File: config.mk
export PLATFORM = sky130hd
export DESIGN_NAME = mem_arbiter_flat
export DESIGN_NICKNAME = d
export VERILOG_FILES = /design/src/rtl/core_pkg.sv /design/src/rtl/mem_arbiter_if.sv /design/src/rtl/mem_arb_select.sv /design/src/rtl/mem_arbiter.sv /design/src/flat_wrapper.sv
export SDC_FILE = /design/constraint.sdc
export NUM_CORES = 1
export LEC_CHECK = 0
export BUFFER_PORTS_ARGS = -buffer_cell sky130_fd_sc_hd__buf_2
export CORE_AREA = 5 5 83 161
export CTS_BUF_LIST = sky130_fd_sc_hd__clkbuf_2 sky130_fd_sc_hd__clkbuf_4 sky130_fd_sc_hd__clkbuf_8
export DETAILED_ROUTE_END_ITERATION = 10
export DIE_AREA = 0 0 88 166
export GPL_ROUTABILITY_DRIVEN = 0
export GPL_TIMING_DRIVEN = 0
export PLACE_DENSITY = 0.91
export SYNTH_ARGS = -nofsm -noshare
export SYNTH_HDL_FRONTEND = slang
export SYNTH_SLANG_ARGS = --single-unit
File: constraint.sdc
create_clock -name Clk -period 11.7 [get_ports Clk]
set_clock_uncertainty 0.15 [all_clocks]
set_input_delay 2.34 -clock Clk [delete_from_list [all_inputs] [get_ports Clk]]
set_output_delay 2.34 -clock Clk [all_outputs]
set_load 0.02 [all_outputs]
File: src/rtl/core_pkg.sv
// Shared core definitions: memory access sizes and arbiter encodings.
package core_pkg;

    // Access size carried on the ByteEn buses.
    typedef enum logic [1:0] {
        MEM_BYTE = 2'b00,
        MEM_HALF = 2'b01,
        MEM_WORD = 2'b10
    } mem_size_t;

    // Arbiter FSM state.
    typedef enum logic {
        ARB_IDLE = 1'b0,
        ARB_BUSY = 1'b1
    } arb_state_t;

    // Which requester owns the in-flight transaction.
    typedef enum logic {
        OWN_FETCH = 1'b0,
        OWN_DATA  = 1'b1
    } arb_owner_t;

endpackage

File: src/rtl/mem_arbiter_if.sv
// Bundle of requester, controller and halt signals around mem_arbiter.
// slave: the arbiter side; master: the surrounding core/controller side.
interface mem_arbiter_if;
    logic        Halt;
    logic        Halted;
    logic        Busy;

    logic        F_Req;
    logic [31:0] F_Addr;
    logic        F_Ack;
    logic        F_Valid;
    logic [31:0] F_RData;

    logic        D_Req;
    logic        D_We;
    logic [31:0] D_Addr;
    logic [31:0] D_WData;
    logic [1:0]  D_ByteEn;
    logic        D_SignExtend;
    logic        D_Ack;
    logic        D_Valid;
    logic [31:0] D_RData;

    logic        MC_Ready;
    logic        MC_Execute;
    logic        MC_We;
    logic [31:0] MC_Addr;
    logic [31:0] MC_InData;
    logic [1:0]  MC_ByteEn;
    logic        MC_SignExtend;
    logic [31:0] MC_OutData;
    logic        MC_DataReady;

    modport slave (
        input  Halt, F_Req, F_Addr,
        input  D_Req, D_We, D_Addr, D_WData, D_ByteEn, D_SignExtend,
        input  MC_Ready, MC_OutData, MC_DataReady,
        output Halted, Busy, F_Ack, F_Valid, F_RData, D_Ack, D_Valid, D_RData,
        output MC_Execute, MC_We, MC_Addr, MC_InData, MC_ByteEn, MC_SignExtend
    );

    modport master (
        output Halt, F_Req, F_Addr,
        output D_Req, D_We, D_Addr, D_WData, D_ByteEn, D_SignExtend,
        output MC_Ready, MC_OutData, MC_DataReady,
        input  Halted, Busy, F_Ack, F_Valid, F_RData, D_Ack, D_Valid, D_RData,
        input  MC_Execute, MC_We, MC_Addr, MC_InData, MC_ByteEn, MC_SignExtend
    );
endinterface

File: src/rtl/mem_arb_select.sv
// Winner pick between fetch and data plus the fetch starvation counter.
module mem_arb_select
    import core_pkg::*;
#(
    parameter int STARVE_LIMIT = 4
) (
    input  logic       i_clk,
    input  logic       i_rst,
    input  logic       i_f_req,
    input  logic       i_d_req,
    input  logic       i_grant,
    output arb_owner_t o_winner
);
    localparam int CNT_W = $clog2(STARVE_LIMIT + 1);

    logic [CNT_W-1:0] r_count;
    logic             w_starved;

    assign w_starved = (r_count == CNT_W'(STARVE_LIMIT));

    // Data wins unless fetch is also waiting and has hit its starvation limit.
    always_comb begin
        // NOTE: default first so every path assigns o_winner and no latch is inferred.
        o_winner = OWN_FETCH;
        if (i_d_req && !(i_f_req && w_starved)) begin
            o_winner = OWN_DATA;
        end
    end

    // Count data grants that passed over a waiting fetch; any fetch grant clears it.
    always_ff @(posedge i_clk or posedge i_rst) begin
        if (i_rst) begin
            r_count <= '0;
        end else if (i_grant) begin
            // NOTE: non-blocking so every register samples pre-edge values.
            if (o_winner == OWN_FETCH) begin
                r_count <= '0;
            end else if (i_f_req && !w_starved) begin
                r_count <= r_count + 1'b1;
            end
        end
    end

endmodule

File: src/rtl/mem_arbiter.sv
// Single-outstanding arbiter sharing the memory controller port between
// instruction fetch and load/store, with a halt gate on new grants.
module mem_arbiter
    import core_pkg::*;
#(
    parameter int STARVE_LIMIT = 4
) (
    input  logic          Clk,
    input  logic          Reset,
    mem_arbiter_if.slave  bus
);
    arb_state_t r_state;
    arb_state_t w_next_state;
    arb_owner_t r_owner;
    arb_owner_t w_winner;
    logic       w_grant;
    logic       w_complete;

    logic        r_mc_execute;
    logic        r_mc_we;
    logic [31:0] r_mc_addr;
    logic [31:0] r_mc_indata;
    logic [1:0]  r_mc_byteen;
    logic        r_mc_signext;
    logic        r_f_ack;
    logic        r_d_ack;
    logic        r_f_valid;
    logic        r_d_valid;
    logic [31:0] r_f_rdata;
    logic [31:0] r_d_rdata;
    logic        r_halted;

    mem_arb_select #(
        .STARVE_LIMIT (STARVE_LIMIT)
    ) u_select (
        .i_clk    (Clk),
        .i_rst    (Reset),
        .i_f_req  (bus.F_Req),
        .i_d_req  (bus.D_Req),
        .i_grant  (w_grant),
        .o_winner (w_winner)
    );

    // State register.
    always_ff @(posedge Clk or posedge Reset) begin
        if (Reset) begin
            r_state <= ARB_IDLE;
        end else begin
            r_state <= w_next_state;
        end
    end

    // Next state: grant from IDLE when allowed, return to IDLE on completion.
    always_comb begin
        w_next_state = r_state;
        w_grant      = 1'b0;
        w_complete   = 1'b0;
        case (r_state)
            ARB_IDLE: begin
                if (!bus.Halt && bus.MC_Ready && (bus.F_Req || bus.D_Req)) begin
                    w_grant      = 1'b1;
                    w_next_state = ARB_BUSY;
                end
            end
            ARB_BUSY: begin
                if (bus.MC_DataReady) begin
                    w_complete   = 1'b1;
                    w_next_state = ARB_IDLE;
                end
            end
            default: w_next_state = ARB_IDLE;
        endcase
    end

    // Command/response registers: latch the winner on grant, route data on completion.
    always_ff @(posedge Clk or posedge Reset) begin
        if (Reset) begin
            r_owner      <= OWN_FETCH;
            r_mc_execute <= 1'b0;
            r_mc_we      <= 1'b0;
            r_mc_addr    <= '0;
            r_mc_indata  <= '0;
            r_mc_byteen  <= '0;
            r_mc_signext <= 1'b0;
            r_f_ack      <= 1'b0;
            r_d_ack      <= 1'b0;
            r_f_valid    <= 1'b0;
            r_d_valid    <= 1'b0;
            r_f_rdata    <= '0;
            r_d_rdata    <= '0;
            r_halted     <= 1'b0;
        end else begin
            r_mc_execute <= 1'b0;
            r_f_ack      <= 1'b0;
            r_d_ack      <= 1'b0;
            r_f_valid    <= 1'b0;
            r_d_valid    <= 1'b0;
            r_halted     <= (r_state == ARB_IDLE) && bus.Halt;

            if (w_grant) begin
                r_mc_execute <= 1'b1;
                r_owner      <= w_winner;
                if (w_winner == OWN_DATA) begin
                    r_d_ack      <= 1'b1;
                    r_mc_we      <= bus.D_We;
                    r_mc_addr    <= bus.D_Addr;
                    r_mc_indata  <= bus.D_WData;
                    r_mc_byteen  <= bus.D_ByteEn;
                    r_mc_signext <= bus.D_SignExtend;
                end else begin
                    r_f_ack      <= 1'b1;
                    r_mc_we      <= 1'b0;
                    r_mc_addr    <= bus.F_Addr;
                    r_mc_indata  <= '0;
                    r_mc_byteen  <= MEM_WORD;
                    r_mc_signext <= 1'b0;
                end
            end

            if (w_complete) begin
                if (r_owner == OWN_FETCH) begin
                    r_f_valid <= 1'b1;
                    r_f_rdata <= bus.MC_OutData;
                end else begin
                    r_d_valid <= 1'b1;
                    r_d_rdata <= r_mc_we ? '0 : bus.MC_OutData;
                end
            end
        end
    end

    assign bus.Busy          = (r_state != ARB_IDLE);
    assign bus.Halted        = r_halted;
    assign bus.F_Ack         = r_f_ack;
    assign bus.F_Valid       = r_f_valid;
    assign bus.F_RData       = r_f_rdata;
    assign bus.D_Ack         = r_d_ack;
    assign bus.D_Valid       = r_d_valid;
    assign bus.D_RData       = r_d_rdata;
    assign bus.MC_Execute    = r_mc_execute;
    assign bus.MC_We         = r_mc_we;
    assign bus.MC_Addr       = r_mc_addr;
    assign bus.MC_InData     = r_mc_indata;
    assign bus.MC_ByteEn     = r_mc_byteen;
    assign bus.MC_SignExtend = r_mc_signext;

endmodule

File: src/flat_wrapper.sv
// flat-port wrapper written by rule: the top's interface ports become plain ports
module mem_arbiter_flat import core_pkg::*;
#(
    parameter int STARVE_LIMIT = 4
)
  (Clk, Reset, bus_Halt, bus_F_Req, bus_F_Addr, bus_D_Req, bus_D_We, bus_D_Addr, bus_D_WData, bus_D_ByteEn, bus_D_SignExtend, bus_MC_Ready, bus_MC_OutData, bus_MC_DataReady, bus_Halted, bus_Busy, bus_F_Ack, bus_F_Valid, bus_F_RData, bus_D_Ack, bus_D_Valid, bus_D_RData, bus_MC_Execute, bus_MC_We, bus_MC_Addr, bus_MC_InData, bus_MC_ByteEn, bus_MC_SignExtend);
  mem_arbiter_if bus_i ();
  input  logic Clk;
  input  logic Reset;
  input wire logic [$bits(bus_i.Halt)-1:0] bus_Halt;
  input wire logic [$bits(bus_i.F_Req)-1:0] bus_F_Req;
  input wire logic [$bits(bus_i.F_Addr)-1:0] bus_F_Addr;
  input wire logic [$bits(bus_i.D_Req)-1:0] bus_D_Req;
  input wire logic [$bits(bus_i.D_We)-1:0] bus_D_We;
  input wire logic [$bits(bus_i.D_Addr)-1:0] bus_D_Addr;
  input wire logic [$bits(bus_i.D_WData)-1:0] bus_D_WData;
  input wire logic [$bits(bus_i.D_ByteEn)-1:0] bus_D_ByteEn;
  input wire logic [$bits(bus_i.D_SignExtend)-1:0] bus_D_SignExtend;
  input wire logic [$bits(bus_i.MC_Ready)-1:0] bus_MC_Ready;
  input wire logic [$bits(bus_i.MC_OutData)-1:0] bus_MC_OutData;
  input wire logic [$bits(bus_i.MC_DataReady)-1:0] bus_MC_DataReady;
  output wire logic [$bits(bus_i.Halted)-1:0] bus_Halted;
  output wire logic [$bits(bus_i.Busy)-1:0] bus_Busy;
  output wire logic [$bits(bus_i.F_Ack)-1:0] bus_F_Ack;
  output wire logic [$bits(bus_i.F_Valid)-1:0] bus_F_Valid;
  output wire logic [$bits(bus_i.F_RData)-1:0] bus_F_RData;
  output wire logic [$bits(bus_i.D_Ack)-1:0] bus_D_Ack;
  output wire logic [$bits(bus_i.D_Valid)-1:0] bus_D_Valid;
  output wire logic [$bits(bus_i.D_RData)-1:0] bus_D_RData;
  output wire logic [$bits(bus_i.MC_Execute)-1:0] bus_MC_Execute;
  output wire logic [$bits(bus_i.MC_We)-1:0] bus_MC_We;
  output wire logic [$bits(bus_i.MC_Addr)-1:0] bus_MC_Addr;
  output wire logic [$bits(bus_i.MC_InData)-1:0] bus_MC_InData;
  output wire logic [$bits(bus_i.MC_ByteEn)-1:0] bus_MC_ByteEn;
  output wire logic [$bits(bus_i.MC_SignExtend)-1:0] bus_MC_SignExtend;
  assign bus_i.Halt = bus_Halt;
  assign bus_i.F_Req = bus_F_Req;
  assign bus_i.F_Addr = bus_F_Addr;
  assign bus_i.D_Req = bus_D_Req;
  assign bus_i.D_We = bus_D_We;
  assign bus_i.D_Addr = bus_D_Addr;
  assign bus_i.D_WData = bus_D_WData;
  assign bus_i.D_ByteEn = bus_D_ByteEn;
  assign bus_i.D_SignExtend = bus_D_SignExtend;
  assign bus_i.MC_Ready = bus_MC_Ready;
  assign bus_i.MC_OutData = bus_MC_OutData;
  assign bus_i.MC_DataReady = bus_MC_DataReady;
  assign bus_Halted = bus_i.Halted;
  assign bus_Busy = bus_i.Busy;
  assign bus_F_Ack = bus_i.F_Ack;
  assign bus_F_Valid = bus_i.F_Valid;
  assign bus_F_RData = bus_i.F_RData;
  assign bus_D_Ack = bus_i.D_Ack;
  assign bus_D_Valid = bus_i.D_Valid;
  assign bus_D_RData = bus_i.D_RData;
  assign bus_MC_Execute = bus_i.MC_Execute;
  assign bus_MC_We = bus_i.MC_We;
  assign bus_MC_Addr = bus_i.MC_Addr;
  assign bus_MC_InData = bus_i.MC_InData;
  assign bus_MC_ByteEn = bus_i.MC_ByteEn;
  assign bus_MC_SignExtend = bus_i.MC_SignExtend;
  mem_arbiter #(.STARVE_LIMIT(STARVE_LIMIT)) u_core (.Clk(Clk), .Reset(Reset), .bus(bus_i));
endmodule
==> impl_metrics.json <==
{
  "r2r_slack_ps": 9690,
  "crit_fanout": 7,
  "cts_setup_buffers": 0,
  "cp_num_buf_inv": 1,
  "dr.pass1.iters": 5,
  "clk_path_buf_depth": 2,
  "path_cells": "buf_2",
  "die_area_um2": 14600,
  "grt_start_max_net_pins": 90,
  "finalHoldViolations": 0,
  "fin_setup_tns_ps": 0,
  "synth_area_leaders": "dfrtp_1, mux2_2, o21ai_0",
  "die_h_um": 166,
  "drc": 0,
  "cts_tree": "yes",
  "ys_seq_elements": 143,
  "final_cells": 970,
  "fin_crit_sh_pct": 31.4,
  "synth_nets": 655,
  "ys_warn_count": 0,
  "crit_arrival_ps": 1190,
  "antenna_left": 0,
  "syn_area_um2": 5830,
  "die_w_um": 88,
  "max_cap_violations": 0,
  "synthCells": 514,
  "coreArea_um2": 12100,
  "yosysSeqAreaShare_pct": 61.4,
  "p_seq_share_pct": 42.1,
  "grt_pass1_vias": 5579,
  "drive_above_1_share_pct": 43.7,
  "power.density_nw_per_um2": 215,
  "hold_path_class": "register to register",
  "switching_share_pct": 37.0,
  "power_leakage_nw": 4.02,
  "synth_top_area_cell": "dfrtp_1",
  "switchingPower_uw": 624,
  "insertion_delay_ps": 420,
  "fmax_ghz": 0.272,
  "cts_hold_buf": 0,
  "io_buffers": 276,
  "outcome": "finished clean",
  "drt_iter0_drc": 220,
  "start_util_pct": 48.4,
  "worstMarginPinSlew_ps": 517,
  "slew_viol_final": 0,
  "worstSetupEndpointType": "primary output",
  "fillers": 1014,
  "vias": 5196,
  "grt_pass1_wl_um": 27600,
  "cts.clk_slew.worst_paths_ps": 80,
  "htree_num_levels": 4,
  "grt-ovfl-total": 0,
  "ios": 278,
  "p_clk_share_pct": 24.7,
  "diodes": 0,
  "grt_use_total_pct": 24.2,
  "cts_sinks": 143,
  "routed_wl_um": 17300,
  "post_drt_wl_per_cell_um": 17.8,
  "crit_slowest_cell": "dfrtp_1",
  "slowest_delay_ps": 540,
  "share_comb_of_total_power_pct": 33.3,
  "synth_cell_type_count": 29,
  "worst_ep_required_time_ps": 9210,
  "rsz0062_at_grt": "no",
  "hpwl_um": 13600,
  "finalSetupViolCount": 0,
  "p_int_mw": 1.06,
  "crit_family": "flip-flops",
  "clock-root-buffer": "clkbuf_8",
  "max_slew_margin_pct": 65.5,
  "netlist.area_leader.share_pct": 61.4,
  "vdd_ir_drop_max_uv": 130,
  "worstSetupPathType": "register to primary output",
  "cts_buffers": 17,
  "syn_to_final_growth_pct": 34.6,
  "cp-start-kind": "register",
  "dp_cells": 938,
  "cts_resized": 0,
  "rows": 57,
  "avgViaCountPerCell": 5.36,
  "antenna_found_initial": 0,
  "final_nets": 951,
  "avgSynthCellArea_um2": 11.3,
  "fin_crit_ps": 3680
}
placed cells by master, fill, tap and decap left out, types with 3 or more instances in the layout:
| cell | netlist | final |
|---|---|---|
| nand3_1 | 34 | 34 |
| buf_4 | 7 | 7 |
| dfrtp_1 | 143 | 143 |
| buf_2 | 9 | 285 |
| clkbuf_1 | 29 | 29 |
| o21ai_0 | 65 | 65 |
| nand2_1 | 36 | 36 |
| bufinv_16 | 0 | 3 |
| clkinvlp_4 | 0 | 4 |
| a22o_1 | 35 | 35 |
| inv_6 | 0 | 6 |
| inv_1 | 9 | 8 |
| nand2b_1 | 32 | 32 |
| a31oi_1 | 32 | 32 |
| clkbuf_8 | 0 | 17 |
| a21oi_1 | 32 | 32 |
| mux2_2 | 32 | 32 |
stage by stage:
stage                     area [um2]  util (%)  setup WS, ps  power (mW)  hold slack, ps
after floorplan                 5830         -          5370        1.05             313
final                           7850      65.1          8020        1.69             333
after detailed placement        7430      61.6          7780        1.29             315
after global placement          7390      61.4          3910        1.26             307
after global routing            7850      65.1          7940        1.78             353
after CTS                       7850      65.1          7970        1.70             334
layout make-up:
class                   count  area (um2)  share of cell area [%]
plain buffers              45         206                    2.63
clock buffers              18         241                    3.08
clock inverters            14         180                    2.30
inverters                  10        42.5                   0.542
multi-input cells         316        2010                    25.6
flip-flops and latches    143        3580                    45.6
well taps                 147         184                    2.34
repair buffers            277        1410                    17.9
kinds of logic (layout without fill, tap and decap cells):
group                      after synthesis  in the layout  synth area share [%]
and+or+nand+nor                        112            112                  10.0
AOI/OAI and AO/OA                      169            169                  17.6
buffers and inverters                   55            364                  4.19
DFF                                    143            143                  61.4
muxes                                   33             33                  6.35
adders and majority gates                2              2                 0.429
sequential cells by signal, summed over array words and instances (netlist names), 2 cells and up:
| name | count |
|---|---|
| u_core.bus.D_RData | 32 |
| u_core.bus.F_RData | 32 |
| u_core.bus.MC_Addr | 32 |
| u_core.bus.MC_InData | 32 |
| u_core.u_select.r_count | 3 |
| u_core.bus.MC_ByteEn | 2 |
per-layer routing:
layer  wire [um]  vias to the layer above  track usage (%)  share of wire, %
met5           0                        -                0                 0
met4         671                        0             10.5               3.9
met3        1210                       51             6.26               7.0
met2        9690                      224             43.9                56
met1        5730                     2501             25.2                33
li1            -                     2420                -                 -
power groups by stage:
stage	Sequential, mW	Clock [mW]	Combinational (mW)
2_1_floorplan	0.889	0	0.160
3_3_place_gp	0.709	0	0.548
3_5_place_dp	0.718	0	0.568
4_1_cts	0.709	0.427	0.568
5_1_grt	0.725	0.448	0.607
6_report	0.709	0.416	0.561
path summary, 6_finish.rpt:
| path | startpoint | end | cells past startpoint |
|---|---|---|---|
| setup / recovery | u_core.bus.Busy | bus_Busy | 1 |
| hold / removal | u_core.bus.D_RData[20] | u_core.bus.D_RData[20] | 2 |
| setup reg to reg | u_core.u_select.r_count[0] | u_core.bus.MC_Addr[16] | 7 |
| hold reg to reg | u_core.bus.D_RData[20] | u_core.bus.D_RData[20] | 2 |
| max in group asynchronous | Reset | u_core.bus.MC_InData[15] | 3 |
| min in group asynchronous | Reset | u_core.bus.F_RData[20] | 2 |
cell usage after synthesis, drive strengths merged:
cell     number
o21ai        67
nor3          1
or2           1
a21oi        32
buf          16
nand4bb       1
a21o          1
nand2b       32
mux2i         1
or3           1
nand3        34
mux2         32
and3          2
a2bb2oi       1
nor2b         1
nor3b         1
nor2          1
inv          10
o211a         1
nand3b        1
clkbuf       29
a22o         35
nand2        36
ha            2
dfrtp       143
a31oi        32
worst reg2reg max path, cell delays in order, from the launching register on:
cell and delay [ps]:
dfrtp_1 420, inv_1 70, ha_1 170, and3_1 160, clkbuf_1 280, clkbuf_1 360
o21ai_0 140, a31oi_1 200
Power figures use the tool's default switching activity.
